### config.mk
export PLATFORM = sky130hd
export DESIGN_NAME = fetch_unit
export DESIGN_NICKNAME = d
export VERILOG_FILES = /design/src/rtl/fetch_unit_pkg.sv /design/src/rtl/fetch_unit_if_id_reg.sv /design/src/rtl/fetch_unit.sv
export SDC_FILE = /design/constraint.sdc
export NUM_CORES = 1
export LEC_CHECK = 0
export ABC_AREA = 1
export CORE_ASPECT_RATIO = 0.6
export CORE_MARGIN = 2
export CORE_UTILIZATION = 28
export CTS_BUF_LIST = sky130_fd_sc_hd__clkbuf_4 sky130_fd_sc_hd__clkbuf_8 sky130_fd_sc_hd__clkbuf_16
export DETAILED_ROUTE_END_ITERATION = 8
export PLACE_DENSITY = 0.59
export SYNTH_ARGS = -nofsm -noshare
export SYNTH_HDL_FRONTEND = slang
export SYNTH_HIERARCHICAL = 1
export SYNTH_SLANG_ARGS = --single-unit
export TNS_END_PERCENT = 30
### constraint.sdc
create_clock -name clk -period 1.8 [get_ports clk]
set_clock_uncertainty 0.1 [all_clocks]
set_input_delay 0.54 -clock clk [delete_from_list [all_inputs] [get_ports clk]]
set_output_delay 0.54 -clock clk [all_outputs]
set_load 0.01 [all_outputs]
### src/rtl/fetch_unit_pkg.sv
// rtl/fetch_unit_pkg.sv - shared types and constants for the fetch stage
package fetch_unit_pkg;

  typedef enum logic {
    RUN  = 1'b0,
    HALT = 1'b1
  } fetch_state_t;

  localparam logic [31:0] HALT_WORD  = 32'h0000_0000;
  localparam logic [31:0] PC_STEP    = 32'd4;
  localparam logic [31:0] BUBBLE_IR  = 32'h0000_0000;
  localparam logic [31:0] BUBBLE_PC4 = 32'h0000_0000;

endpackage

### src/rtl/fetch_unit_if_id_reg.sv
// rtl/fetch_unit_if_id_reg.sv - IF/ID pipeline latch with load, hold and flush
module if_id_reg
  import fetch_unit_pkg::*;
(
  input  logic        clk,
  input  logic        reset,
  input  logic        load,
  input  logic        flush,
  input  logic [31:0] next_ir,
  input  logic [31:0] next_pc4,
  output logic [31:0] ir,
  output logic [31:0] pc4,
  output logic        valid
);

  // Flush outranks load so a redirect never lets a stale fetch through.
  always_ff @(posedge clk or negedge reset) begin
    if (!reset) begin
      ir    <= BUBBLE_IR;
      pc4   <= BUBBLE_PC4;
      valid <= 1'b0;
    end else if (flush) begin
      ir    <= BUBBLE_IR;
      pc4   <= BUBBLE_PC4;
      valid <= 1'b0;
    end else if (load) begin
      ir    <= next_ir;
      pc4   <= next_pc4;
      valid <= 1'b1;
    end
  end

endmodule

### src/rtl/fetch_unit.sv
// rtl/fetch_unit.sv - PC, run/halt FSM and fetch counter feeding the IF/ID latch
module fetch_unit
  import fetch_unit_pkg::*;
#(
  parameter logic [31:0] RESET_PC = 32'h0000_0000,
  parameter int          CNT_W    = 16
) (
  input  logic             clk,
  input  logic             reset,
  input  logic [31:0]      ir,
  input  logic             stall,
  input  logic             redirect,
  input  logic [31:0]      redirect_pc,
  output logic [31:0]      pc,
  output logic [31:0]      if_id_ir,
  output logic [31:0]      if_id_pc4,
  output logic             if_id_valid,
  output logic             halted,
  output logic [CNT_W-1:0] fetch_count
);

  fetch_state_t state, state_next;
  logic [31:0]  pc_next;
  logic [31:0]  pc_plus4;
  logic         load;
  logic         flush;

  assign pc_plus4 = pc + PC_STEP;
  assign halted   = (state == HALT);

  always_ff @(posedge clk or negedge reset) begin
    if (!reset) begin
      state <= RUN;
      pc    <= RESET_PC;
    end else begin
      state <= state_next;
      pc    <= pc_next;
    end
  end

  always_comb begin
    state_next = state;
    pc_next    = pc;
    load       = 1'b0;
    flush      = 1'b0;
    if (redirect) begin
      pc_next    = {redirect_pc[31:2], 2'b00};
      flush      = 1'b1;
      state_next = RUN;
    end else begin
      case (state)
        RUN: begin
          if (!stall) begin
            if (ir == HALT_WORD) begin
              state_next = HALT;
              flush      = 1'b1;
            end else begin
              pc_next = pc_plus4;
              load    = 1'b1;
            end
          end
        end
        // IF/ID already holds a bubble from the halt-detect flush.
        HALT: state_next = HALT;
        default: state_next = RUN;
      endcase
    end
  end

  always_ff @(posedge clk or negedge reset) begin
    if (!reset) begin
      fetch_count <= '0;
    end else if (load && (fetch_count != {CNT_W{1'b1}})) begin
      fetch_count <= fetch_count + 1'b1;
    end
  end

  if_id_reg u_if_id_reg (
    .clk      (clk),
    .reset    (reset),
    .load     (load),
    .flush    (flush),
    .next_ir  (ir),
    .next_pc4 (pc_plus4),
    .ir       (if_id_ir),
    .pc4      (if_id_pc4),
    .valid    (if_id_valid)
  );

endmodule

==> metrics.md <==
| Metric | Value |
|---|---|
| Status | `finished, violations left` |
| Failing checks | `setup timing` |
| Post-Synthesis Cells | `867` |
| Initial antenna violation count | `0` |
| R2R depth | `9` |
| 1st-pass router iterations | `5` |
| Worst EP arrival | `2260 ps` |
| Area Growth Syn to Fin | `62.6%` |
| Hold path start | `ir[30]` |
| GRT Util Overall | `21.1%` |
| Placeable Area | `0.0221 mm2` |
| # diodes | `0` |
| Share of the synthesized area in the top cell type | `44.5%` |
| Drt via density | `4.72` |
| Minimum clock period | `2100 ps` |
| Crit Path Category | `input pin to flop` |
| Synth cell types | `30` |
| Flop pwr share | `42.7%` |
| H-Tree Depth | `3` |
| Register-to-Register Setup Slack | `-90 ps` |
| Pleak | `0.00534 uW` |
| Register Area | `0.00282 mm2` |
| Port bufs | `177` |
| WL/cell | `17.2 um` |
| Combinational cell fraction of total power | `27.4%` |
| Layout cells sized above 1 | `31.1%` |
| Power Density | `673 mW/mm2` |
| CTS tree | `yes` |
| Fill count | `2204` |
| Clock Power Share | `29.9%` |
| First-pass GRT wire length | `37800 um` |
| Hold EP | `u_if_id_reg/ir[30]` |
| Clock Path Buffers | `2` |
| Design Power | `6890 uW` |
| Layout net count | `1200` |
| Largest net degree at the start of global routing | `43` |
| DRC errors left | `0` |
| Die height | `120 um` |
| CTS Buf Count | `9` |
| Ratio of final minimum period to clock period | `116%` |
| Clock sinks | `112` |
| Die X | `198 um` |
| Synth Warn # | `6` |
| Vias | `6709` |
| Post-Syn Area | `0.00630 mm2` |
| Area of the multi-input gates | `0.00368 mm2` |
| Row count | `42` |
| Reg clk slew, reported paths | `80 ps` |
| Peak supply drop | `483 uV` |
| Final wirelength | `24400 um` |
| Switching Power | `2320 uW` |
| Vias in the first global route | `6421` |
| Final GP Congestion | `0.870` |
| Reg2reg end | `u_if_id_reg/pc4[18]` |
| # setup viols final | `64` |
| Min-delay worst type | `input pin to flop` |
| Post-Syn Area per Cell | `7.26 um2` |
| R2r startpoint | `pc[2]` |
| Final Max Slew Viols | `0` |
| Critical Path RT | `1960 ps` |
| Hold Path Depth | `3` |
| Internal | `4570 uW` |
| F_max | `477 MHz` |
| Clk Latency, worst-skew pair | `380 ps` |
| Sum Neg Setup Slack | `-12640 ps` |
| Initial Utilization | `28.5%` |
| DP Wirelength | `16500 um` |
| Fin. Hold Viols | `0` |
| #FFs+latches synth | `112` |
| IO Count | `182` |
| Root Buffer | `clkbuf_16` |
| ANT nets after route | `0` |
| Ranking of synthesized cells by area | `dfrtp_1 44%, nand2_1 22%, nand3_1 9.6%` |
| Initial DRC count | `461` |
| Global route total overflow | `0` |
| Seq/Total Area, Yosys | `44.5%` |
| CP Capture Type | `flop` |
| Total die area | `0.0237 mm2` |
| Area leader, netlist | `dfrtp_1` |
| Startpoint Class | `input pin` |
| Crit path max fanout | `8` |
| Sw frac | `33.7%` |
| RSZ-0062 raised after global routing | `yes` |
| Maxcap violations | `0` |
| Fin worst setup slack | `-296 ps` |
worst max-delay path by stage:
| stage | start | end | slack [ps] |
|---|---|---|---|
| 2_1_floorplan | ir[13] | u_if_id_reg/ir[17] | -180 |
| 3_3_place_gp | ir[5] | u_if_id_reg/pc4[17] | -860 |
| 3_5_place_dp | ir[13] | u_if_id_reg/pc4[28] | -870 |
| 4_1_cts | ir[20] | u_if_id_reg/ir[26] | -250 |
| 5_1_grt | ir[24] | u_if_id_reg/ir[24] | -390 |
| 6_report | ir[13] | u_if_id_reg/ir[24] | -300 |
logic make-up (layout without fill, tap and decap cells):
logic type	count (synthesis)	after routing	synth area share [%]
DFF	112	112	44.5
xor gates and xnor gates	17	17	2.60
adders and majority gates	2	2	0.397
buffers and inverters	83	348	6.81
other	1	4	0.0595
AOI/OAI and AO/OA	20	20	1.95
and+or+nand+nor	632	632	43.7
per-stage QoR:
| step | hold WS (ps) | util, % | instance area, um2 | worst slack, ps | cells |
|---|---|---|---|---|---|
| after floorplan | 144 | - | 6450 | -182 | 870 |
| after global placement | 328 | 40.7 | 8980 | -860 | 1371 |
| after detailed placement | 334 | 40.7 | 8980 | -870 | 1371 |
| after CTS | 279 | 45.7 | 10100 | -245 | 1425 |
| after global routing | 297 | 46.4 | 10200 | -395 | 1421 |
| final | 300 | 46.4 | 10200 | -296 | 1421 |
cell type report:
| type | count | share of cell area, % |
|---|---|---|
| multi-input cells | 675 | 35.9 |
| clock buffers | 9 | 2.20 |
| well taps | 286 | 3.49 |
| clock inverters | 7 | 0.599 |
| inverters | 43 | 1.73 |
| repair inverters | 1 | 0.159 |
| flip-flops and latches | 112 | 27.5 |
| repair buffers | 288 | 28.4 |
metal layers:
layer / routed length (um) / vias to the layer above / GRT usage [%]
li1: - / 3290 / -
met1: 12300 / 3145 / 32.9
met2: 9610 / 260 / 28.4
met3: 2330 / 14 / 6.16
met4: 172 / 0 / 3.62
met5: 0 / - / 0
sequential cells by signal, indices dropped and copies added (netlist names):
register / flops
fetch_count: 16
halted: 1
pc: 30
u_if_id_reg/ir: 32
u_if_id_reg/pc4: 32
u_if_id_reg/valid: 1
placed cells by master, fill, tap and decap left out, drive strengths merged:
cell type,synthesis,final
a21oi,1,1
and2,7,7
buf,36,144
clkbuf,4,10
clkdlybuf4s15,0,15
clkdlybuf4s50,0,32
clkinv,0,3
conb,1,4
dfrtp,112,112
dlygate4sd2,0,94
dlygate4sd3,0,1
dlymetal6s2s,0,1
ha,2,2
inv,43,48
nand2,390,390
nand3,123,123
nand3b,3,3
nand4,22,22
nor2,85,85
nor3,1,1
o21ai,16,16
o21bai,3,3
or2,1,1
xnor2,5,5
xor2,12,12
worst max-delay path, cell delays in order:
cell and delay (ps):
buf_2 120, nor2_4 100, nand2_2 60, nor2_2 120
nand2_1 80, inv_1 70, nand2_2 70, or2_4 240
o21ai_4 180, buf_6 120, nor2_4 40, buf_6 130
buf_8 130, buf_16 160, nand2_4 60, nand2_2 40
power groups by stage:
stage	clock (uW)	sequential, uW	combinational (uW)
after detailed placement	0	2970	1710
after global routing	2220	2980	2060
final	2060	2950	1890
after floorplan	0	3040	634
after global placement	0	2970	1710
after CTS	2130	2930	1870
cell usage after synthesis:
cell type,instances
o21bai_1,3
nand4_1,20
o21ai_2,4
nor2_4,5
dfrtp_1,112
nand4_4,2
ha_1,2
inv_1,40
nand2_1,375
nand3_2,2
buf_1,1
xnor2_2,2
buf_4,12
nand3_1,121
o21ai_0,12
buf_2,16
and2_1,7
xor2_1,12
clkbuf_1,4
nand2_2,15
buf_6,7
xnor2_1,3
nor2_1,71
inv_2,3
conb_1,1
nand3b_1,3
nor2_2,9
nor3_1,1
a21oi_1,1
or2_2,1
what timing repair did:
item | in CTS | in global routing
hold buffers | 1 | 0
endpoints found under the hold margin | 11 | 0
cloned | 16 | 0
gates resized for setup | 390 | 87
pin swaps | 31 | 18
endpoints found under the setup margin | 223 | 125
setup buffers | 21 | 0
Power figures use the tool's default switching activity.
